**config.mk**
```make
export PLATFORM = sky130hd
export DESIGN_NAME = noc_out_port_allocator
export DESIGN_NICKNAME = d
export VERILOG_FILES = /design/src/rtl/noc_pkg.sv /design/src/rtl/noc_rr_arbiter.sv /design/src/rtl/noc_out_port_allocator.sv
export SDC_FILE = /design/constraint.sdc
export NUM_CORES = 1
export LEC_CHECK = 0
export CAP_MARGIN = 5
export CORE_AREA = 4 4 97 99
export DETAILED_ROUTE_END_ITERATION = 12
export DIE_AREA = 0 0 101 103
export PLACE_DENSITY = 0.81
export SLEW_MARGIN = 15
export SYNTH_ARGS = -nofsm -noshare
export SYNTH_HDL_FRONTEND = slang
export SYNTH_HIERARCHICAL = 1
export SYNTH_SLANG_ARGS = --single-unit
```
**constraint.sdc**
```tcl
create_clock -name i_clk -period 11.7 [get_ports i_clk]
set_clock_uncertainty 0.2 [all_clocks]
set_input_delay 2.925 -clock i_clk [delete_from_list [all_inputs] [get_ports i_clk]]
set_output_delay 2.925 -clock i_clk [all_outputs]
set_load 0.02 [all_outputs]
```
**src/rtl/noc_pkg.sv**
```systemverilog
// Shared definitions for the 5-port, 4-VC wormhole router.
// Contents: flit-type codes, port indices, common widths, lock FSM state type and a
// helper that advances a port index with wrap-around.
package noc_pkg;

  localparam int unsigned VC_W   = 2;
  localparam int unsigned PORT_W = 3;
  localparam int unsigned FLIT_W = 128;

  localparam logic [1:0] FLIT_BODY = 2'b00;
  localparam logic [1:0] FLIT_HEAD = 2'b01;
  localparam logic [1:0] FLIT_TAIL = 2'b10;
  localparam logic [1:0] FLIT_HT   = 2'b11;

  localparam logic [PORT_W-1:0] PORT_E = 3'd0;
  localparam logic [PORT_W-1:0] PORT_W_IDX = 3'd1;
  localparam logic [PORT_W-1:0] PORT_N = 3'd2;
  localparam logic [PORT_W-1:0] PORT_S = 3'd3;
  localparam logic [PORT_W-1:0] PORT_T = 3'd4;

  typedef enum logic {
    StUnlocked,
    StLocked
  } lock_state_e;

  // (idx + 1) mod n for a port index.
  function automatic logic [PORT_W-1:0] next_port(input logic [PORT_W-1:0] idx,
                                                  input int unsigned n);
    if (int'(idx) >= int'(n) - 1) begin
      return '0;
    end
    return idx + 1'b1;
  endfunction

endpackage

```
**src/rtl/noc_rr_arbiter.sv**
```systemverilog
// Generic round-robin picker.
// Grants the first asserted request found scanning upward from i_ptr, wrapping at N.
// Ports:
//   i_req   [N]     request mask
//   i_ptr   [PTR_W] highest-priority index
//   o_grant [N]     one-hot grant (all zero when nothing requests)
//   o_valid         some request was granted
//   o_idx   [PTR_W] binary index of the granted request
module noc_rr_arbiter #(
  parameter int unsigned N     = 5,
  parameter int unsigned PTR_W = 3
) (
  input  logic [N-1:0]     i_req,
  input  logic [PTR_W-1:0] i_ptr,
  output logic [N-1:0]     o_grant,
  output logic             o_valid,
  output logic [PTR_W-1:0] o_idx
);

  int unsigned w_scan;

  always_comb begin
    o_grant = '0;
    o_valid = 1'b0;
    o_idx   = '0;
    w_scan  = 0;
    for (int unsigned k = 0; k < N; k++) begin
      w_scan = (32'(i_ptr) + k) % N;
      if (!o_valid && i_req[w_scan]) begin
        o_grant[w_scan] = 1'b1;
        o_valid         = 1'b1;
        o_idx           = PTR_W'(w_scan);
      end
    end
  end

endmodule

```
**src/rtl/noc_out_port_allocator.sv**
```systemverilog
// Switch allocator for one router output port.
// Arbitrates among the input ports' VC buffer heads routed to this output, holds the
// output for a whole packet (head to tail), tracks downstream credits per VC and
// registers the crossbar select for the switch-traversal stage.
// Optional feature macro: NOC_LOCK_TIMEOUT_EN (breaks a lock after LOCK_TIMEOUT idle
// locked cycles and adds the o_lock_timeout pulse output).
// Ports:
//   i_clk, i_rst_n      clock, asynchronous active-low reset
//   i_req      [NUM_IN] input i has a flit for this output
//   i_req_vc   [2*NUM_IN] downstream VC of input i at [2i+1:2i]
//   i_req_type [2*NUM_IN] flit type of input i (00 body, 01 head, 10 tail, 11 head+tail)
//   i_credit_in [NUM_VC] downstream freed one slot of VC v
//   o_grant    [NUM_IN] combinational one-hot pop
//   o_out_valid, o_out_sel, o_out_vc  registered crossbar control
//   o_credit_cnt [CW*NUM_VC] credit counters
//   o_locked, o_lock_owner  packet lock status
//   o_lock_timeout      (optional) one-cycle pulse when a lock is broken
//   o_err_credit_ovf    sticky credit overflow
module noc_out_port_allocator
  import noc_pkg::*;
#(
  parameter int unsigned NUM_IN   = 5,
  parameter int unsigned NUM_VC   = 4,
  parameter int unsigned VC_DEPTH = 8,
  parameter int unsigned CW       = 4
`ifdef NOC_LOCK_TIMEOUT_EN
  ,
  parameter int unsigned LOCK_TIMEOUT = 64
`endif
) (
  input  logic                   i_clk,
  input  logic                   i_rst_n,
  input  logic [NUM_IN-1:0]      i_req,
  input  logic [VC_W*NUM_IN-1:0] i_req_vc,
  input  logic [2*NUM_IN-1:0]    i_req_type,
  input  logic [NUM_VC-1:0]      i_credit_in,
  output logic [NUM_IN-1:0]      o_grant,
  output logic                   o_out_valid,
  output logic [PORT_W-1:0]      o_out_sel,
  output logic [VC_W-1:0]        o_out_vc,
  output logic [CW*NUM_VC-1:0]   o_credit_cnt,
  output logic                   o_locked,
  output logic [PORT_W-1:0]      o_lock_owner,
`ifdef NOC_LOCK_TIMEOUT_EN
  output logic                   o_lock_timeout,
`endif
  output logic                   o_err_credit_ovf
);

  lock_state_e       r_state, w_state_nxt;
  logic [PORT_W-1:0] r_lock_owner, w_owner_nxt;
  logic [PORT_W-1:0] r_rr_ptr, w_ptr_nxt;
  logic              r_out_valid;
  logic [PORT_W-1:0] r_out_sel;
  logic [VC_W-1:0]   r_out_vc;
  logic              r_err_ovf;
  logic [CW-1:0]     r_credit [NUM_VC];

  logic [VC_W-1:0]   w_vc   [NUM_IN];
  logic [1:0]        w_type [NUM_IN];
  logic [NUM_IN-1:0] w_elig;
  logic [NUM_IN-1:0] w_arb_grant;
  logic              w_arb_valid;
  logic [PORT_W-1:0] w_win_idx;
  logic              w_grant_en;
  logic [VC_W-1:0]   w_win_vc;
  logic [1:0]        w_win_type;
  logic [NUM_VC-1:0] w_dec;

  // Eligibility uses the registered credit count, so a credit arriving in the same
  // cycle as a zero count cannot enable a grant until the following cycle.
  for (genvar gi = 0; gi < NUM_IN; gi++) begin : g_elig
    assign w_vc[gi]   = i_req_vc[VC_W*gi +: VC_W];
    assign w_type[gi] = i_req_type[2*gi +: 2];
    assign w_elig[gi] = i_req[gi] && (r_credit[w_vc[gi]] != '0) &&
                        ((r_state == StLocked) ? (r_lock_owner == PORT_W'(gi))
                                               : w_type[gi][0]);
  end

  noc_rr_arbiter #(
    .N     (NUM_IN),
    .PTR_W (PORT_W)
  ) u_arb (
    .i_req   (w_elig),
    .i_ptr   (r_rr_ptr),
    .o_grant (w_arb_grant),
    .o_valid (w_arb_valid),
    .o_idx   (w_win_idx)
  );

  assign w_grant_en = w_arb_valid && i_rst_n;
  assign o_grant    = i_rst_n ? w_arb_grant : '0;
  assign w_win_vc   = w_vc[w_win_idx];
  assign w_win_type = w_type[w_win_idx];

  for (genvar gv = 0; gv < NUM_VC; gv++) begin : g_credit_out
    assign w_dec[gv] = w_grant_en && (w_win_vc == VC_W'(gv));
    assign o_credit_cnt[CW*gv +: CW] = r_credit[gv];
  end

`ifdef NOC_LOCK_TIMEOUT_EN
  logic [7:0] r_idle_cnt;
  logic       r_lock_timeout;
  logic       w_timeout;

  // Fires on the cycle that would bring the idle count to LOCK_TIMEOUT.
  assign w_timeout = (r_state == StLocked) && !w_grant_en &&
                     (r_idle_cnt == 8'(LOCK_TIMEOUT - 1));

  always_ff @(posedge i_clk or negedge i_rst_n) begin
    if (!i_rst_n) begin
      r_idle_cnt     <= '0;
      r_lock_timeout <= 1'b0;
    end else begin
      r_lock_timeout <= w_timeout;
      if ((r_state != StLocked) || w_grant_en || w_timeout) begin
        r_idle_cnt <= '0;
      end else begin
        r_idle_cnt <= r_idle_cnt + 8'd1;
      end
    end
  end

  assign o_lock_timeout = r_lock_timeout;
`endif

  // Lock FSM next state; rr_ptr only advances when a packet starts.
  always_comb begin
    w_state_nxt = r_state;
    w_owner_nxt = r_lock_owner;
    w_ptr_nxt   = r_rr_ptr;
    if (w_grant_en) begin
      unique case (w_win_type)
        FLIT_HEAD: begin
          w_state_nxt = StLocked;
          w_owner_nxt = w_win_idx;
          w_ptr_nxt   = next_port(w_win_idx, NUM_IN);
        end
        FLIT_HT: begin
          w_state_nxt = StUnlocked;
          w_ptr_nxt   = next_port(w_win_idx, NUM_IN);
        end
        FLIT_TAIL: begin
          w_state_nxt = StUnlocked;
        end
        default: begin
        end
      endcase
    end
`ifdef NOC_LOCK_TIMEOUT_EN
    else if (w_timeout) begin
      w_state_nxt = StUnlocked;
      w_ptr_nxt   = next_port(r_lock_owner, NUM_IN);
    end
`endif
  end

  always_ff @(posedge i_clk or negedge i_rst_n) begin
    if (!i_rst_n) begin
      r_state      <= StUnlocked;
      r_lock_owner <= '0;
      r_rr_ptr     <= '0;
    end else begin
      r_state      <= w_state_nxt;
      r_lock_owner <= w_owner_nxt;
      r_rr_ptr     <= w_ptr_nxt;
    end
  end

  // Switch-traversal pipeline register; select is held when nothing is granted.
  always_ff @(posedge i_clk or negedge i_rst_n) begin
    if (!i_rst_n) begin
      r_out_valid <= 1'b0;
      r_out_sel   <= '0;
      r_out_vc    <= '0;
    end else begin
      r_out_valid <= w_grant_en;
      if (w_grant_en) begin
        r_out_sel <= w_win_idx;
        r_out_vc  <= w_win_vc;
      end
    end
  end

  // Credits: a grant and a returning credit on the same VC cancel out.
  always_ff @(posedge i_clk or negedge i_rst_n) begin
    if (!i_rst_n) begin
      for (int v = 0; v < NUM_VC; v++) begin
        r_credit[v] <= CW'(VC_DEPTH);
      end
      r_err_ovf <= 1'b0;
    end else begin
      for (int v = 0; v < NUM_VC; v++) begin
        if (w_dec[v] && !i_credit_in[v]) begin
          r_credit[v] <= r_credit[v] - 1'b1;
        end else if (!w_dec[v] && i_credit_in[v]) begin
          if (r_credit[v] == CW'(VC_DEPTH)) begin
            r_err_ovf <= 1'b1;
          end else begin
            r_credit[v] <= r_credit[v] + 1'b1;
          end
        end
      end
    end
  end

  assign o_out_valid      = r_out_valid;
  assign o_out_sel        = r_out_sel;
  assign o_out_vc         = r_out_vc;
  assign o_locked         = (r_state == StLocked);
  assign o_lock_owner     = r_lock_owner;
  assign o_err_credit_ovf = r_err_ovf;

endmodule

```
==> results of run 1 <==
## logic make-up after synthesis
kind of cell / after synthesis / share of synthesized area (%)
fa+ha+maj: 51 / 14.46
mux: 33 / 10.05
simple gates: 195 / 23.10
xor+xnor: 24 / 4.712
flops: 30 / 16.36
buf+inv: 67 / 6.255
compound gates: 158 / 25.08
## layer usage
metal | wire, um | vias to the layer above
li1 | - | 2175
met1 | 5253 | 2158
met2 | 6395 | 164
met3 | 732 | 32
met4 | 393 | 0
met5 | 0 | -
## worst max-delay path, cell delays in order
cell and delay, ps:
clkdlybuf4s50_1 510, mux4_2 510, nor3b_1 780, nor3_1 140, nor3b_1 240, o21ai_0 190
nand2_1 230, o22ai_4 130, o211ai_1 270, o41ai_1 140, a211o_1 280, and2_1 150
clkdlybuf4s50_1 530
## registers in the layout, indices dropped and copies added, names as in the netlist
name,cells
o_out_sel,3
o_out_vc,2
o_out_valid,1
r_rr_ptr,3
o_lock_owner,3
o_locked,1
o_credit_cnt,16
o_err_credit_ovf,1
## stage by stage
stage	util (%)	hold slack, ps	cells
detailed placement	62.00	277.4	714
CTS	63.11	304.5	722
global placement	62.00	275.8	714
global route	63.11	337.2	722
floorplan	-	387.5	558
finish	63.11	306.0	722
## area by class of cell
type	count	area share (%)
Clock buffer	6	1.530
Timing Repair Buffer	66	12.06
Multi-Input combinational cell	461	66.26
Sequential cell	30	14.00
Tap cell	108	2.504
Clock inverter	2	0.2319
Inverter	49	3.408
## how the worst max path moves through the flow
stage                 from  slack [ps]  cells past startpoint    endpoint
6_report       i_req_vc[9]        1540                     13  o_grant[0]
5_1_grt        i_req_vc[9]        1240                     13  o_grant[0]
4_1_cts        i_req_vc[9]        1600                     13  o_grant[0]
3_5_place_dp   i_req_vc[9]        1620                     13  o_grant[0]
3_3_place_gp   i_req_vc[9]        1760                     13  o_grant[0]
2_1_floorplan  i_req_vc[3]        3160                     10  o_grant[2]
## cells in the final DEF (no fill, tap or decap), types with 7 or more instances in the layout
cell              n
clkdlybuf4s50_1  62
ha_1             47
inv_1            45
nand2_1          41
nor2_1           33
o21ai_0          29
a21oi_1          26
dfrtp_1          26
nand3_1          19
mux2i_1          19
xnor2_1          18
nor3_1           13
a21o_1           12
and2_1           10
nor4_1           10
nor2b_1           9
nand2b_1          9
and3_1            9
o211ai_1          9
mux4_2            8
a221oi_1          8
o31ai_1           8
nor3b_1           7
==> impl_results.md, run 1 <==
- Routing usage on met1: 30.02%
- Routed WL: 12770 um
- Yosys reg bits: 30
- Post-synthesis cell area: 0.004621 mm^2
- Initial antenna violation count: 0
- Slew @ Worst Pin: 1026 ps
- First-pass GRT wire length: 21400 um
- Root Buffer: clkbuf_8
- Ys Warns: 6
- # Post-CTS Setup Buffers: 0
- CP arrival: 7030 ps
- Max Fanout on Critical Path: 8
- CP Capture Type: output port
- Met2 Resource Use GR: 44.66%
- Final instance area: 0.005396 mm^2
- Cts repair resizes: 0
- CP Launch Type: input pin
- CTS tree: built
- Vias: 4529
- Clock buffer depth: 2
- Top cells by count, synth: 47 x ha_1, 45 x inv_1, 41 x nand2_1
- Post-synth EDFFs: 0
- FFs w/ async S/R, synth: 100.0%
- Area Growth Syn to Fin: 16.79%
- Tcrit/Tclk final: 86.84%
- Die W: 101 um
- Number of buffers created by CTS: 5
- Register area: 755.7 um^2
- Busiest grt layer: met2
- I/O Buffers: 62
- WS Path Type: input pin to output port
- Die height: 103 um
- Io pins: 63
- Number of global-route vias before repair: 4560
- Setup TNS: 0 ps
- TritonCTS sink count: 30
- F_max: 98.43 MHz
- Clock latency on the worst-skew pair: 280 ps
- Syn_nets: 640
- Initial Utilization: 54.04%
- DR WL/cell: 17.69 um
- Reg2Reg Depth: 29
- R2r endpoint: o_credit_cnt[11]$_DFFE_PN1P_
- # hold bufs at CTS: 0
- Flop2flop setup slack: 2950 ps
- Relative slew slack: 31.57%
- Max-slew violation count: 0
- Syn_area_per_cell: 8.281 um^2
- Nets: 695
- Vias/cell: 6.273
- Placer Congestion: 0.9657
- Seq/Total Area, Yosys: 16.36%
- Final WS setup: 1540 ps
- Top-count cell post-synth: ha_1
- Setup slack at placement: 1618 ps
- Hold depth: 2
- Largest area contributor in the netlist: dfrtp_1
- Hold Startpoint: o_out_sel[2]$_DFFE_PN0P_
- Status: complete, no violations
- Placed cell area: 0.005301 mm^2
- Detail Route Antenna Nets: 0
- Hold Vio Cnt, Final: 0
- RSZ-0062 raised after global routing: no
- Post-DP HPWL: 9932 um
- FP Rows: 34
- Total GRT Usage: 25.05%
- Top-area cell type share of the netlist area: 14.08%
- CORE AREA: 0.008551 mm^2
- Post-synthesis cell type count: 84
- Min-delay worst type: register to register
- Total global routing overflow: 0
- Fill cells: 730
- Die Footprint: 0.01040 mm^2
- Pin count of the biggest net entering global routing: 37
- Area of the multi-input gates: 0.003576 mm^2
- # diodes: 0
- Initial DRC count: 309
- Synth area leaders: dfrtp_1 14%, ha_1 13%, mux2i_1 4.1%, mux4_2 3.9%, inv_1 3.7%
- Worst path required time: 8580 ps
- Max-capacitance violation count: 0
- Ys flop type: dfrtp_1
- Layout cells sized above 1: 10.10%
- Synthesized instance count: 558
- Final min period: 10160 ps
- Hold endpoint: o_out_sel[2]$_DFFE_PN0P_
- H-tree levels: 2
- Drt drc: 0
- Clock transition at the registers of the reported paths: 70 ps
- Reg2reg start: r_rr_ptr[1]$_DFFE_PN0P_
- # setup viols final: 0
- Routing usage on met3: 3.721%
- Pre-Repair DR Iteration Count: 5
Power of run 1 is left out: the tool's default activity adds up to more than one toggle a clock period on the data nets, which glitch-free logic cannot reach.
==> run 2, diff against run 1 <==
Settings changed: TNS_END_PERCENT from default to 20.
==> results of run 2 <==
The final DEF is identical to that of run 1; final timing and power are the same.
Power of run 2 is left out for the same reason.
==> variant 1 (flow settings as in run 2) <==
Change the parameter `CW` from 4 to 5.
--- a/src/rtl/noc_out_port_allocator.sv
+++ b/src/rtl/noc_out_port_allocator.sv
@@ -24,3 +24,3 @@
   parameter int unsigned VC_DEPTH = 8,
-  parameter int unsigned CW       = 4
+  parameter int unsigned CW       = 5
 `ifdef NOC_LOCK_TIMEOUT_EN
Ports: changed (resized o_credit_cnt); port bits go from 63 to 67. No check against the original RTL was run, so the function may have changed too.
==> variant 1 against run 2 <==
Wire length is 7.0% higher; worst hold slack worse by 0.016 ns; global-route usage is 1.8 points higher; non-clock buffer count is 4 higher; final area is 4.3% higher; worst setup slack better by 0.044 ns; synthesized cell count is 2.7% higher; sequential cell count is 4 higher; via count is 4.1% higher; synthesized area is 3.4% higher; register-to-register slack worse by 0.57 ns.
Power is left out: the tool's default activity adds up to more than one toggle a clock period on the data nets, which glitch-free logic cannot reach.
==> variant 1: results (changes against run 2) <==
Worst hold path
  • Hold EP: o_credit_cnt[19]
  • Hold path depth: 1 (-1)
  • HP Start: o_credit_cnt[19]

Timing
  • Slew HR: 30.2% (-1.4 points)

Placement
  • Worst slack, placed: 1.64 ns (+0.0213 ns)
  • RePlAce Congestion: 1.01 (+4.7%)
  • DP HPWL: 10,600 µm (+6.4%)
  • Placed inst area: 5490 µm² (+3.5%)
  • Port Buf Inserts: 66 (+6.5%)

Logic synthesis
  • Synth top area cells: dfrtp_1 16%, ha_1 13%, o21ai_0 4.0%
  • Register area share after synthesis: 17.9% (+1.6 points)
  • Syn_nets: 659 (+3.0%)
  • Netlist cell types: 87 (+3.6%)

Detailed routing
  • Drt initial violations: 249 (-19%)
  • Routed vias: 4,716 (+4.1%)
  • Initial DRT Pass Iterations: 9 (+4)

Critical path
  • Worst R2R Path Depth: 31 (+6.9%)
  • Crit Reg-Reg Endpoint: o_credit_cnt[4]
  • Arr. time, crit path: 6.99 ns (-0.04 ns)
  • CP peak stage delay: 0.71 ns (-0.07 ns)
  • R2r setup slk: 2.38 ns (-0.57 ns)

Finish
  • Max reg flops: 20 (+4)
  • Final net count: 719 (+3.5%)
  • Share of layout cells above drive strength 1: 9.62% (-0.48 points)

Outcome
  • Outcome: completed

GRT
  • First-pass GRT wire length: 22,700 µm (+5.9%)
  • Vias in the first global route: 4,623 (+1.4%)
  • Pin count of the biggest net entering global routing: 41 (+11%)

CTS
  • Post-CTS Setup Inserts: 0 (unchanged)
==> variant 1: changes by cell type after synthesis, moves of 7 or more <==
cell     change
a21oi_1      +9
o21ai_0      +9
xor2_1       +8
o31ai_1      -7
nor4_1       -7
xnor2_1      -7
==> variant 1: per-stage QoR <==
stage,instances,hold slack [ns]
2_1_floorplan,573,0.328
3_3_place_gp,734,0.275
3_5_place_dp,734,0.277
4_1_cts,742,0.293
5_1_grt,742,0.307
6_report,742,0.290
==> variant 1: cell families after synthesis <==
| family | synth area share (%) |
|---|---|
| AND/OR/NAND/NOR | 23.9 |
| XOR/XNOR | 4.74 |
| flip-flops | 17.9 |
| AO/OA/AOI/OAI | 23.4 |
| adder cells (fa/ha/maj) | 15.0 |
| buffers and inverters | 5.68 |
| multiplexers | 9.35 |
==> variant 1: worst max path at each step <==
stage | slack [ns] | start | end
after global routing | 1.36 | i_req_vc[2] | o_grant[0]
after global placement | 1.73 | i_req_vc[2] | o_grant[2]
final | 1.58 | i_req_vc[2] | o_grant[3]
after floorplan | 3.05 | i_req_vc[6] | o_grant[2]
after CTS | 1.63 | i_req_vc[2] | o_grant[3]
after detailed placement | 1.64 | i_req_vc[2] | o_grant[3]
==> variant 1: final cells by class <==
type,instances,area (µm²)
Inverter,43,161
Clock inverter,3,68.8
Timing Repair Buffer,70,686
Fill cell,734,2920
Tap cell,108,135
Multi-Input combinational cell,479,3650
Sequential cell,34,856
Clock buffer,5,68.8
==> variant 1: metal layers <==
metal,global-route usage (%),wire length (µm),vias up
met4,8.18,326,0
met1,31.5,5370,2269
met2,50.2,7060,198
met3,4.26,911,27
li1,-,-,2222
met5,0,0,-
==> variant 2 (config.mk and constraints of run 2) <==
Without the edit above. Register the output `o_credit_cnt`, with the module's reset; this adds one clock of latency there. The other outputs are not delayed to match.
--- a/src/rtl/noc_out_port_allocator.sv
+++ b/src/rtl/noc_out_port_allocator.sv
@@ -49,2 +49,4 @@
 
+  logic [CW*NUM_VC-1:0] o_credit_cnt_d;
+
   lock_state_e       r_state, w_state_nxt;
@@ -97,3 +99,3 @@
     assign w_dec[gv] = w_grant_en && (w_win_vc == VC_W'(gv));
-    assign o_credit_cnt[CW*gv +: CW] = r_credit[gv];
+    assign o_credit_cnt_d[CW*gv +: CW] = r_credit[gv];
   end
@@ -213,2 +215,10 @@
 
+  always_ff @(posedge i_clk or negedge i_rst_n) begin
+    if (!i_rst_n) begin
+      o_credit_cnt <= '0;
+    end else begin
+      o_credit_cnt <= o_credit_cnt_d;
+    end
+  end
+
 endmodule
Behaviour: not the same (Yosys sat finds a counterexample within 4 cycles, from zero or initial values and one cycle with i_rst_n low).
==> variant 2 against run 2 <==
Synthesized area grew 8.9%; count of clock-buffer cells in the layout is the same; final area grew 7.7%; sequential cell count grew 16; global-route usage grew 2.4 points; wire length grew 9.4%; sequential share of layout area grew 5.9 points; final cell count grew 1.5%; worst setup slack gained 0.033 ns; synthesized cell count grew 2.2%.
Power is left out: the tool's default activity adds up to more than one toggle a clock period on the data nets, which glitch-free logic cannot reach.
==> variant 2: results (changes against run 2) <==
CTS
  • Clock tree buffer depth: 2 (unchanged)
  • Num CTS Buffers: 5 (unchanged)
  • Htree depth: 2 (unchanged)
  • Clk Latency, worst-skew pair: 0.30 ns (+0.02 ns)
  • # resized after CTS: 0 (unchanged)
  • Root Buffer: clkbuf_8
  • Post-CTS Setup Inserts: 0 (unchanged)
  • Clk slew on worst S/H paths: 0.09 ns (+0.02 ns)

Finish
  • Diodes inserted: 0 (unchanged)
  • Final net count: 706 (+1.6%)
  • Share of layout cells above drive strength 1: 9.76% (-0.34 points)

Logic synthesis
  • Register area share after synthesis: 23.0% (+6.6 points)
  • Netlist cell types: 84 (unchanged)
  • Synthesis Warnings: 6 (unchanged)
  • Synth top area cells: dfrtp_1 21%, ha_1 12%, mux2i_1 4.0%
  • Syn_nets: 652 (+1.9%)
  • Post-synth EDFFs: 0 (unchanged)
  • Mapped Cells: 570 (+2.2%)
  • Fraction of registers with async set/reset: 100% (unchanged)
  • Main synth FF type: dfrtp_1
  • Commonest cells post-synth: 47 x ha_1, 45 x inv_1, 42 x dfrtp_1, 39 x nand2_1, 31 x nor2_1

Detailed routing
  • Routed vias/inst: 6.37 (+1.5%)
  • Drt initial violations: 187 (-39%)
  • Antenna Nets Post-Route: 0 (unchanged)
  • Initial DRT Pass Iterations: 5 (unchanged)
  • Post-DR wirelength/cell: 19.1 µm (+7.7%)
  • Drt total wl: 14,000 µm (+9.4%)

Placement
  • RePlAce Congestion: 1.02 (+5.9%)
  • DP HPWL: 10,400 µm (+5.0%)
  • Inst Count DP: 725 (+1.5%)
  • Port Buf Inserts: 62 (unchanged)

GRT
  • Pin count of the biggest net entering global routing: 53 (+43%)
  • Initial antenna violation count: 0 (unchanged)
  • Grt met2 use: 51.4% (+6.7 points)
  • First-pass GRT wire length: 22,900 µm (+7.0%)
  • Grt met3 use: 3.45% (-0.27 points)
  • Vias in the first global route: 4,686 (+2.8%)
  • Tot GR Track Use: 27.4% (+2.4 points)
  • Met1 Usage GRT: 31.6% (+1.5 points)

Critical path
  • CP peak stage delay: 0.69 ns (-0.09 ns)
  • Slowest cell on the critical path: nor3b_1
  • Arr. time, crit path: 7.00 ns (-0.03 ns)
  • CP max FO: 8 (unchanged)
  • CP delay by family, top: simple AND/OR/NAND/NOR gates

Timing
  • Worst Max-Slew Pin Slew: 0.960 ns (-0.0660 ns)
  • Setup_tns: 0 ns (unchanged)

Worst hold path
  • Worst min path class: reg -> reg

Outcome
  • Outcome: completed
## variant 2: logic make-up (layout without fill, tap and decap cells)
group	after synthesis	after routing	synth area share [%]
multiplexers	34	34	9.20
AND/OR/NAND/NOR	192	192	21.2
AO/OA/AOI/OAI	157	157	23.4
adder cells (fa/ha/maj)	51	51	13.3
flip-flops	46	46	23.0
buffers and inverters	66	121	5.67
XOR/XNOR	24	24	4.33
## variant 2: cell type report
type                       instances  area, µm²
multi-input combinational        458       3590
fill                             670       2740
sequential                        46       1160
timing repair buffer              65        638
inverter                          48        180
tap                              108        135
clock buffer                       6       72.6
clock inverter                     2       37.5
## variant 2: worst paths after layout
path / startpoint / end / slack (ns) / cells after the start
max: i_req_vc[9] / o_grant[0] / 1.57 / 13
min: o_credit_cnt_d[15] / o_credit_cnt[15] / 0.25 / 0
max reg2reg: r_rr_ptr[1] / o_credit_cnt_d[11] / 2.66 / 27
min reg2reg: o_credit_cnt_d[15] / o_credit_cnt[15] / 0.25 / 0
min in group asynchronous: i_rst_n / o_credit_cnt_d[14] / 2.51 / 2
max in group asynchronous: i_rst_n / o_credit_cnt[9] / 8.36 / 2
## variant 2: routing by layer
metal / wire [µm] / vias to the layer above
met3: 778 / 37
met4: 493 / 0
met2: 7320 / 167
met5: 0 / -
met1: 5380 / 2255
li1: - / 2210
## variant 2: stage by stage
stage          hold slack [ns]  utilization (%)  worst slack, ns  cell area, µm²
2_1_floorplan            0.215                -             3.17            5030
3_3_place_gp             0.224             66.7             1.75            5700
3_5_place_dp             0.233             66.7             1.67            5700
4_1_cts                  0.244             68.0             1.66            5810
5_1_grt                  0.257             68.0             1.14            5810
6_report                 0.246             68.0             1.57            5810
